**src/rtl/and_pair_monitor.sv**
```systemverilog
// and_pair_monitor: samples the paired AND results, counts rising edges of
// each channel and of their conjunction, and exports the counts through a
// four-phase snapshot handshake (snap_req / snap_ack).
// Build option: define AND_PAIR_MON_SAT_EN to make the live counters saturate
// at all-ones instead of wrapping.
module and_pair_monitor #(
  parameter int CNT_W = 8
) (
  input  logic             clk,
  input  logic             rst,
  input  logic [1:0]       res,
  input  logic             clear,
  input  logic             snap_req,
  output logic             snap_ack,
  output logic [CNT_W-1:0] cnt_hi,
  output logic [CNT_W-1:0] cnt_lo,
  output logic [CNT_W-1:0] cnt_both
);

  typedef enum logic [1:0] {
    ST_IDLE = 2'd0,
    ST_ACK  = 2'd1,
    ST_DONE = 2'd2
  } state_t;

  // Channel index map for the event arrays: 0 = lower pair, 1 = upper pair,
  // 2 = both pairs high together.
  localparam int N_CH = 3;

  logic [1:0]       r_s0;
  logic [1:0]       r_s1;
  logic [N_CH-1:0]  w_rise;
  logic [CNT_W-1:0] w_live [N_CH];
  state_t           r_state;
  state_t           w_state_next;
  logic             w_capture;

  // Two-stage sample of res; s1 is the previous sample used for edge detection.
  always_ff @(posedge clk) begin
    if (rst) begin
      r_s0 <= 2'b00;
      r_s1 <= 2'b00;
    end else begin
      r_s0 <= res;
      r_s1 <= r_s0;
    end
  end

  // The conjunction edge is detected on its own, so a single sample can raise
  // several rise terms at once.
  always_comb begin
    w_rise    = '0;
    w_rise[0] = r_s0[0] & ~r_s1[0];
    w_rise[1] = r_s0[1] & ~r_s1[1];
    w_rise[2] = (r_s0[1] & r_s0[0]) & ~(r_s1[1] & r_s1[0]);
  end

  genvar gi;
  generate
    for (gi = 0; gi < N_CH; gi++) begin : g_cnt
      logic [CNT_W-1:0] r_live;

      // Live counter: clear beats a coincident increment, so that event is lost.
      always_ff @(posedge clk) begin
        if (rst || clear) begin
          r_live <= '0;
        end else if (w_rise[gi]) begin
`ifdef AND_PAIR_MON_SAT_EN
          if (r_live != {CNT_W{1'b1}}) begin
            r_live <= r_live + CNT_W'(1);
          end
`else
          r_live <= r_live + CNT_W'(1);
`endif
        end
      end

      assign w_live[gi] = r_live;
    end
  endgenerate

  // Handshake state register; reset abandons any handshake in progress.
  always_ff @(posedge clk) begin
    if (rst) begin
      r_state <= ST_IDLE;
    end else begin
      r_state <= w_state_next;
    end
  end

  // Next-state and acknowledge decode; DONE forces one dead cycle between captures.
  always_comb begin
    w_state_next = r_state;
    w_capture    = 1'b0;
    snap_ack     = 1'b0;
    case (r_state)
      ST_IDLE: begin
        if (snap_req) begin
          w_capture    = 1'b1;
          w_state_next = ST_ACK;
        end
      end
      ST_ACK: begin
        snap_ack = 1'b1;
        if (!snap_req) begin
          w_state_next = ST_DONE;
        end
      end
      ST_DONE: begin
        w_state_next = ST_IDLE;
      end
      default: begin
        w_state_next = ST_IDLE;
      end
    endcase
  end

  // Snapshot registers load only on IDLE->ACK and see the pre-increment count.
  always_ff @(posedge clk) begin
    if (rst) begin
      cnt_lo   <= '0;
      cnt_hi   <= '0;
      cnt_both <= '0;
    end else if (w_capture) begin
      cnt_lo   <= w_live[0];
      cnt_hi   <= w_live[1];
      cnt_both <= w_live[2];
    end
  end

endmodule

```
**config.mk**
```make
export PLATFORM = sky130hd
export DESIGN_NAME = and_pair_monitor
export DESIGN_NICKNAME = d
export VERILOG_FILES = /design/src/rtl/and_pair_monitor.sv
export SDC_FILE = /design/constraint.sdc
export NUM_CORES = 1
export LEC_CHECK = 0
export ABC_AREA = 1
export CAP_MARGIN = 25
export CELL_PAD_IN_SITES_DETAIL_PLACEMENT = 2
export CELL_PAD_IN_SITES_GLOBAL_PLACEMENT = 2
export CORE_UTILIZATION = 30
export DETAILED_ROUTE_END_ITERATION = 7
export HOLD_SLACK_MARGIN = 0.06
export PLACE_DENSITY_LB_ADDON = 0.1
export SLEW_MARGIN = 0
export SYNTH_ARGS = -nofsm -noshare
export SYNTH_HDL_FRONTEND = slang
export SYNTH_SLANG_ARGS = --single-unit
```
**constraint.sdc**
```tcl
create_clock -name clk -period 2.57 [get_ports clk]
set_input_delay 0.257 -clock clk [delete_from_list [all_inputs] [get_ports clk]]
set_output_delay 0.257 -clock clk [all_outputs]
set_load 0.005 [all_outputs]
```
==> results.md, run 1 <==
- CTS Hold Bufs: 0
- Critical path start-end classification: flop to primary output
- Die footprint: 7430 sq um
- Count of final setup violators: 0
- Power Density: 581 nW/um^2
- Inst Count DP: 412
- Number of instances in the synthesized netlist: 292
- Setup bufs post-CTS: 0
- Count of non-filler cells in the finished layout: 418
- Static power due to leakage: 1.03 nW
- Final worst-path cycle share: 0.624
- Number of global-route vias before repair: 2148
- Final Critical Period: 1600 ps
- Avg Synthesized Cell Area: 7.28 sq um
- Post-Route Utilization: 0.382
- Boundary Pins: 31
- Overall global routing resource usage: 0.165
- Crit path launch type: flop
- Post-synthesis cell type count: 18
- TritonRoute pass-1 iters: 4
- TritonCTS buffer count: 5
- Vias per cell: 4.66
- Dominant register cell in the synthesized netlist: dfxtp_1
- Worst-case setup slack after placement: 817 ps
- Worst max-slew margin expressed relative to the limit: 0.541
- Area taken by multi-input logic gates: 886 sq um
- Final critical-path setup slack: 967 ps
- Worst vdd rail ir drop: 0.317 mV
- First-pass GRT wire length: 9690 um
- Post-layout power: 1.52 mW
- Final total negative setup slack: 0 ps
- Async S/R FF share, synth: 0
- Number of antenna violations at the first check in global routing: 0
- Clock Pin Slew Worst Setup and Hold Paths: 90 ps
- Initial core utilization: 0.311
- WL final: 5610 um
- Clock tree from TritonCTS: yes
- Max frequency: 624 MHz
- EDFF count, synth: 0
- Clock Path Buffers: 2
- PostCTS Resize Cnt: 0
- Remaining antenna violation count: 0
- Total area of sequential cells: 1080 sq um
- Starting DRC count in detailed routing: 36
- Ant. Diodes: 0
- Layout cells sized above 1: 0.0404
- Largest fanout on the critical path: 2
- Pin count of the biggest net entering global routing: 25
- Final-stage net count: 332
- Final Hold Fails: 0
- Data arrival at the endpoint of the critical path: 1350 ps
- Fill cell count: 835
- Max-slew violations: 0
- Clock net sink count: 54
- Routed length per instance: 13.4 um
- Clock Skews: 5.71 ps
- Dpl hpwl: 4110 um
- Ys Warns: 0
- Top-area cell type share of the netlist area: 0.509
- Finished Cell Area: 2610 sq um
- Final-layout worst hold slack: 478 ps
- Depth of the CTS H-tree: 2
- Area Overhead vs Synth: 22.7%
- Max Cap Viol: 0
- Data required time at the worst endpoint: 2310 ps
- Unrepaired setup endpoints after global routing: no
- Port-buffer cells: 30
- Outcome: finished, final reports clean
- Cell area after placement: 2530 sq um
- Width of the die: 86.2 um
- Leading cell types by total area after synthesis: dfxtp_1 (51%), nor2_1 (14%), nand2_1 (7.6%)
- Overflow after GRT: 0
- Class of the tightest hold or removal check: primary input to flop
- Standard-cell rows: 30
- Overall die height: 86.2 um
- Endpoint type of the worst setup path: primary output
- Global placement routability congestion: 0.709
- Insertion delay of the later-clocked pin in the worst-skew pair: 300 ps
- DRC violation count after routing: 0
- Largest area contributor in the netlist: dfxtp_1
- Number of storage elements in the synthesis netlist: 54
- Transition time of the tightest slew-check pin: 686 ps
- Share of synthesized area occupied by flip-flops and latches: 0.509
- Synthesized net count: 301
- Synthesized cell area: 2130 sq um
- Core area: 6830 sq um
- Root buf cell: clkbuf_8
- Via count: 1947
## power breakdown
part / leakage (nW) / switching (mW) / internal, mW
combinational: 0.551 / 0.0776 / 0.0779
clock: 0.0431 / 0.262 / 0.209
sequential: 0.441 / 0.0206 / 0.868
## path summary, 6_finish.rpt
kind	start	to	slack, ps	cells after the start
worst min register to register	g_cnt[2].r_live[7]$_SDFFE_PP0P_	cnt_both[7]$_SDFFE_PP0P_	480	2
worst max register to register	r_s0[1]$_SDFF_PP0_	g_cnt[2].r_live[7]$_SDFFE_PP0P_	1070	6
worst max-delay path	r_state[0]$_SDFFE_PP0P_	snap_ack	970	3
worst min-delay path	res[0]	r_s0[0]$_SDFF_PP0_	480	3
## area by class of cell
cell class	instances	area share
timing repair buffer	34	0.127
tap	96	0.0460
inverter	29	0.0417
multi-input combinational	199	0.340
clock buffer	6	0.0317
sequential	54	0.414
## worst max-delay path, cell delays in order (launching register included)
cell             delay, ps
dfxtp_1                380
inv_1                   70
nor2_1                  90
clkdlybuf4s50_1        510
## synth_stat cells (2+ instances only)
library cell and n:
nor2_1 79, ha_1 3, buf_2 7, dfxtp_1 54
nand4_1 3, o21ai_0 29, a21oi_1 18, clkbuf_1 2
nand3_1 17, nor3_1 3, nand2_1 43, inv_1 28
## state kept, by name, indices dropped and copies added (netlist names)
register      cells
r_s0              2
r_s1              2
cnt_both          8
g_cnt.r_live     24
cnt_lo            8
cnt_hi            8
r_state           2
## layout by cell type (no fill, tap or decap), types with 3 or more instances in the layout
master            n
clkbuf_8          6
a21oi_1          18
nand4_1           3
nand3_1          17
clkdlybuf4s50_1  30
nor2_1           79
dfxtp_1          54
ha_1              3
o21ai_0          29
nor3_1            3
inv_1            28
buf_4             4
nand2_1          43
## layer usage
layer | track usage | share of wire | vias to the layer above
li1 | - | - | 978
met1 | 0.187 | 0.44 | 944
met2 | 0.315 | 0.53 | 23
met3 | 0.0305 | 0.024 | 2
met4 | 0.0455 | 0.0055 | 0
met5 | 0 | 0 | -
## logic make-up after synthesis
family                     after synthesis  share of synthesized area
DFF                                     54                      0.509
and+or+nand+nor                        148                      0.285
buffers and inverters                   39                     0.0747
AOI/OAI and AO/OA                       48                      0.114
adders and majority gates                3                     0.0177
Power figures use the tool's default switching activity.
==> run 2: changes to the inputs <==
clock period = 1.6 ns   (was 2.57 ns; I/O delays follow)
==> run 2 against run 1 <==
Global-route usage fell by 0.42 points. Non-clock buffer count up 2. First-iteration DRC count up 56%. Count of clock-buffer cells in the layout rose by 1. Clock skew is essentially flat. Worst hold slack got worse by 89 ps. Sequential share of layout area shrank 0.50 points. Sequential cell count unchanged. Via count shrank 0.21%. Sequential power increased by 61%. Critical path type unchanged. Critical endpoint unchanged. Highest routed layer unchanged.
==> results.md, run 2 (same netlist as run 1, synthesis figures left out) <==
- First-pass GRT wire length: 9410 um (-2.8%)
- Standard-cell rows: 30 (unchanged)
- Dpl hpwl: 3980 um (-3.3%)
- CTS Hold Bufs: 0 (unchanged)
- Vias per cell: 4.62 (-0.92%)
- Layout cells sized above 1: 0.0462 (+0.00578)
- Insertion delay of the later-clocked pin in the worst-skew pair: 300 ps (about the same)
- Initial core utilization: 0.311 (unchanged)
- Static power due to leakage: 1.05 nW (+1.3%)
- Number of flip-flops in the largest register: 24 (unchanged)
- Critical path start-end classification: flop to primary output
- Overall global routing resource usage: 0.161 (-0.00424)
- Clock net sink count: 54 (unchanged)
- Data arrival at the endpoint of the critical path: 1340 ps (about the same)
- Via count: 1943 (-0.21%)
- Register bank with the most flops: g_cnt.r_live
- Boundary Pins: 31 (unchanged)
- Width of the die: 86.2 um (unchanged)
- Max Cap Viol: 0 (unchanged)
- Remaining antenna violation count: 0 (unchanged)
- Cell Chain, Critical Path: inv_1 -> nor2_1 -> clkdlybuf4s50_1
- Endpoint type of the worst setup path: primary output
- Class of the tightest hold or removal check: primary input to flop
- Overflow after GRT: 0 (unchanged)
- Max frequency: 668 MHz
- Area Overhead vs Synth: 24.4%
- Setup bufs post-CTS: 0 (unchanged)
- Worst max-slew margin expressed relative to the limit: 0.730 (+0.189)
- Final-stage net count: 334 (+0.60%)
- Clock Pin Slew Worst Setup and Hold Paths: 90 ps (about the same)
- Ant. Diodes: 0 (unchanged)
- Leading cell type in the layout, fill and taps excluded: nor2_1
- PostCTS Resize Cnt: 0 (unchanged)
- Pin count of the biggest net entering global routing: 32 (+28%)
- Post-Route Utilization: 0.387 (+0.00513)
- Overall die height: 86.2 um (unchanged)
- Die footprint: 7430 sq um (unchanged)
- Crit path launch type: flop
- Power Density: 912 nW/um^2 (+57%)
- Outcome: finished, final reports clean
- Starting DRC count in detailed routing: 56 (+56%)
- Most frequent cells in the layout: nor2_1 (79), dfxtp_1 (53), nand2_1 (43), clkdlybuf4s50_1 (30), o21ai_0 (29)
- Final total negative setup slack: 0 ps (unchanged)
- Fill cell count: 816 (-2.3%)
- Final Critical Period: 1500 ps
- DRC violation count after routing: 0 (unchanged)
- Largest stage delay on the critical path: 520 ps (about the same)
- Number of global-route vias before repair: 2036 (-5.2%)
- Clock tree from TritonCTS: yes
- Largest fanout on the critical path: 2 (unchanged)
- Core area: 6830 sq um (unchanged)
- Global placement routability congestion: 0.656 (-7.4%)
- Post-layout power: 2.41 mW (+59%)
- Clock Skews: 5.99 ps (+0.283 ps)
- TritonRoute pass-1 iters: 4 (unchanged)
- Number of antenna violations at the first check in global routing: 0 (unchanged)
- Critical path's slowest cell: clkdlybuf4s50_1
- Count of final setup violators: 0 (unchanged)
- Transition time of the tightest slew-check pin: 404 ps (-282 ps)
- Unrepaired setup endpoints after global routing: no
- WL final: 5540 um (-1.4%)
- Worst vdd rail ir drop: 0.292 mV (-7.9%)
- Root buf cell: clkbuf_8
- Routed length per instance: 13.1 um (-2.1%)
- Final Hold Fails: 0 (unchanged)
- TritonCTS buffer count: 5 (unchanged)
- Final worst-path cycle share: 0.935
- Clock Path Buffers: 2 (unchanged)
- Max-slew violations: 0 (unchanged)
- Data required time at the worst endpoint: 1440 ps (-870 ps)
- Port-buffer cells: 30 (unchanged)
- Depth of the CTS H-tree: 2 (unchanged)
[run 2: cell types whose count changed in the layout (fill, tap and decap cells not counted)]
| cell | previous run | this run |
|---|---|---|
| clkbuf_1 | 0 | 2 |
| dfxtp_2 | 0 | 1 |
| dfxtp_1 | 54 | 53 |
| clkbuf_8 | 6 | 5 |
| buf_12 | 0 | 2 |
[run 2: cell type report]
type	count	area [sq um]	share of cell area
multi-input combinational	199	886	0.335
sequential	54	1080	0.409
inverter	29	109	0.0412
clock buffer	7	76.3	0.0289
tap	96	120	0.0454
timing repair buffer	36	370	0.140
[run 2: per-layer routing]
| metal | up-vias | GRT usage | share of wire |
|---|---|---|---|
| met1 | 928 | 0.190 | 0.46 |
| li1 | 990 | - | - |
| met5 | - | 0 | 0 |
| met3 | 5 | 0.0238 | 0.022 |
| met4 | 0 | 0.0500 | 0.011 |
| met2 | 20 | 0.300 | 0.51 |
[run 2: through the flow]
step	area [sq um]	hold WS (ps)	setup slack, ps	cells
detailed placement	2570	483	131	414
finish	2640	388	104	421
global placement	2570	470	157	414
global route	2640	401	42.1	421
CTS	2640	386	28.5	421
floorplan	2130	238	541	292
[run 2: where the power goes]
group | leakage [nW] | switching, mW | internal (mW)
Combinational | 0.569 | 0.129 | 0.135
Clock | 0.0383 | 0.417 | 0.303
Sequential | 0.441 | 0.0331 | 1.40
[run 2: final timing paths]
path,endpoint,slack [ps],cells past startpoint,start
hold reg to reg,cnt_both[7]$_SDFFE_PP0P_,500,2,g_cnt[2].r_live[7]$_SDFFE_PP0P_
setup / recovery,snap_ack,100,3,r_state[0]$_SDFFE_PP0P_
setup reg to reg,g_cnt[0].r_live[6]$_SDFFE_PP0P_,320,6,g_cnt[0].r_live[0]$_SDFFE_PP0P_
hold / removal,r_s0[0]$_SDFF_PP0_,390,3,res[0]
[run 2: worst max-delay path: cells and delay by family (launching register included)]
kind | cells | cell delay [ps]
buffers and inverters | 2 | 580
DFF | 1 | 360
and+or+nand+nor | 1 | 100
==> run 3: changes to the inputs <==
CELL_PAD_IN_SITES_DETAIL_PLACEMENT = not set   (was 2)
CELL_PAD_IN_SITES_GLOBAL_PLACEMENT = not set   (was 2)
PLACE_DENSITY_LB_ADDON = not set   (was 0.1)
==> run 3 against run 2 <==
Routed wire length fell by 23%. Cell area hardly changed. Count of clock-buffer cells in the layout stayed put. Critical path type unchanged. Register-to-register slack better by 40 ps. Worst hold slack worse by 26 ps. Critical endpoint unchanged. Sequential cell count stayed put. Worst setup slack worse by 17 ps. Cell count fell by 0.24%. Highest routed layer unchanged. Die area unchanged. Clock skew increased by 1.3 ps.
==> results.md, run 3 (same netlist as run 1, synthesis figures left out) <==
- Max-slew violations: 0 (unchanged)
- Leading cell type in the layout, fill and taps excluded: nor2_1
- Most frequent cells in the layout: nor2_1 (79), dfxtp_1 (54), nand2_1 (43), clkdlybuf4s50_1 (30), o21ai_0 (29)
- Overflow after GRT: 0 (unchanged)
- Worst max-slew margin expressed relative to the limit: 0.581 (-0.149)
- Number of global-route vias before repair: 1707 (-16%)
- Inst Count DP: 412 (-0.48%)
- Standard-cell rows: 30 (unchanged)
- Static power due to leakage: 1.05 nW (about the same)
- Count of non-filler cells in the finished layout: 420 (-0.24%)
- Final-stage net count: 332 (-0.60%)
- Area Overhead vs Synth: 24.3% (about the same)
- Hold Path Cell Cnt: 3 (unchanged)
- DRC violation count after routing: 0 (unchanged)
- Max Cap Viol: 0 (unchanged)
- Overall global routing resource usage: 0.128 (-0.0331)
- Unrepaired setup endpoints after global routing: no
- Depth of the CTS H-tree: 2 (unchanged)
- Transition time of the tightest slew-check pin: 628 ps (+224 ps)
- Final Hold Fails: 0 (unchanged)
- Finished Cell Area: 2640 sq um (about the same)
- Global placement routability congestion: 0.708 (+7.8%)
- Final worst-path cycle share: 0.946 (+0.0108)
- Port-buffer cells: 30 (unchanged)
- Outcome: finished, final reports clean
- Die footprint: 7430 sq um (unchanged)
- Endpoint type of the worst setup path: primary output
- Starting DRC count in detailed routing: 58 (+3.6%)
- Crit path launch type: flop
- Data required time at the worst endpoint: 1440 ps (about the same)
- Class of the tightest hold or removal check: primary input to flop
- Largest fanout on the critical path: 2 (unchanged)
- Final Critical Period: 1510 ps (+17.3 ps)
- Via count: 1836 (-5.5%)
- Number of flip-flops in the largest register: 24 (unchanged)
- Remaining antenna violation count: 0 (unchanged)
- Insertion delay of the later-clocked pin in the worst-skew pair: 300 ps (about the same)
- Worst vdd rail ir drop: 0.354 mV (+21%)
- WL final: 4250 um (-23%)
- Data arrival at the endpoint of the critical path: 1350 ps (about the same)
- Dpl hpwl: 2860 um (-28%)
- First-pass GRT wire length: 7690 um (-18%)
- TritonRoute pass-1 iters: 6 (+2)
- Final critical-path setup slack: 86.8 ps (-17.3 ps)
- Clock Path Buffers: 2 (unchanged)
- Count of final setup violators: 0 (unchanged)
- Worst R2R Path Depth: 6 (unchanged)
- TritonCTS buffer count: 5 (unchanged)
- Power Density: 926 nW/um^2 (+1.5%)
- Final-layout worst hold slack: 362 ps (-26.3 ps)
- Boundary Pins: 31 (unchanged)
- Worst-case setup slack after placement: 14.7 ps (-116 ps)
- Number of antenna violations at the first check in global routing: 0 (unchanged)
- Width of the die: 86.2 um (unchanged)
- Critical path start-end classification: flop to primary output
- Clock Pin Slew Worst Setup and Hold Paths: 90 ps (about the same)
- Layout cells sized above 1: 0.0432 (-0.00294)
- Overall die height: 86.2 um (unchanged)
- Register bank with the most flops: g_cnt.r_live
- Post-layout power: 2.45 mW (+1.5%)
- Routed length per instance: 10.1 um (-23%)
- Vias per cell: 4.37 (-5.3%)
- Core area: 6830 sq um (unchanged)
- Setup bufs post-CTS: 0 (unchanged)
- Clock net sink count: 54 (unchanged)
- Clock tree from TritonCTS: yes
- PostCTS Resize Cnt: 0 (unchanged)
- Clock Skews: 7.32 ps (+1.33 ps)
- CTS Hold Bufs: 0 (unchanged)
- Pin count of the biggest net entering global routing: 32 (unchanged)
- Post-Route Utilization: 0.387 (about the same)
- Max frequency: 661 MHz (-1.1%)
- Fill cell count: 719 (-12%)
- Initial core utilization: 0.311 (unchanged)
- Root buf cell: clkbuf_8
- Ant. Diodes: 0 (unchanged)
- Cell area after placement: 2550 sq um (-0.58%)
- Final total negative setup slack: 0 ps (unchanged)
-- run 3: cell types whose count changed in the layout (fill, tap and decap cells not counted) --
cell / previous run / this run
clkinv_2: 0 / 1
clkbuf_1: 2 / 1
dfxtp_2: 1 / 0
clkbuf_8: 5 / 6
dfxtp_1: 53 / 54
buf_4: 4 / 2
-- run 3: final timing paths --
check / start / end / slack [ps]
max: r_state[0]$_SDFFE_PP0P_ / snap_ack / 90
min: res[0] / r_s0[0]$_SDFF_PP0_ / 360
max reg2reg: g_cnt[0].r_live[0]$_SDFFE_PP0P_ / g_cnt[0].r_live[6]$_SDFFE_PP0P_ / 360
min reg2reg: g_cnt[2].r_live[7]$_SDFFE_PP0P_ / cnt_both[7]$_SDFFE_PP0P_ / 480
-- run 3: area by class of cell --
| type | count | area, sq um | area share |
|---|---|---|---|
| timing repair buffer | 34 | 355 | 0.134 |
| clock inverter | 1 | 5.00 | 0.00189 |
| multi-input combinational | 199 | 886 | 0.335 |
| inverter | 29 | 109 | 0.0412 |
| sequential | 54 | 1080 | 0.409 |
| tap | 96 | 120 | 0.0455 |
| clock buffer | 7 | 86.3 | 0.0327 |
-- run 3: power breakdown --
part	switching, mW	leakage [nW]	internal [mW]
registers	0.0318	0.441	1.39
clock network	0.422	0.0482	0.350
logic	0.117	0.559	0.131
total	0.571	1.05	1.88
-- run 3: critical path, stage by stage (launching register included) --
cell	delay [ps]
dfxtp_1	390
inv_1	70
nor2_1	90
clkdlybuf4s50_1	510
-- run 3: per-layer routing --
layer / part of all wire / GRT usage / vias to the layer above
met4: 0.0045 / 0.0273 / 0
met2: 0.45 / 0.210 / 34
met3: 0.045 / 0.0371 / 2
met5: 0 / 0 / -
li1: - / - / 987
met1: 0.50 / 0.168 / 813
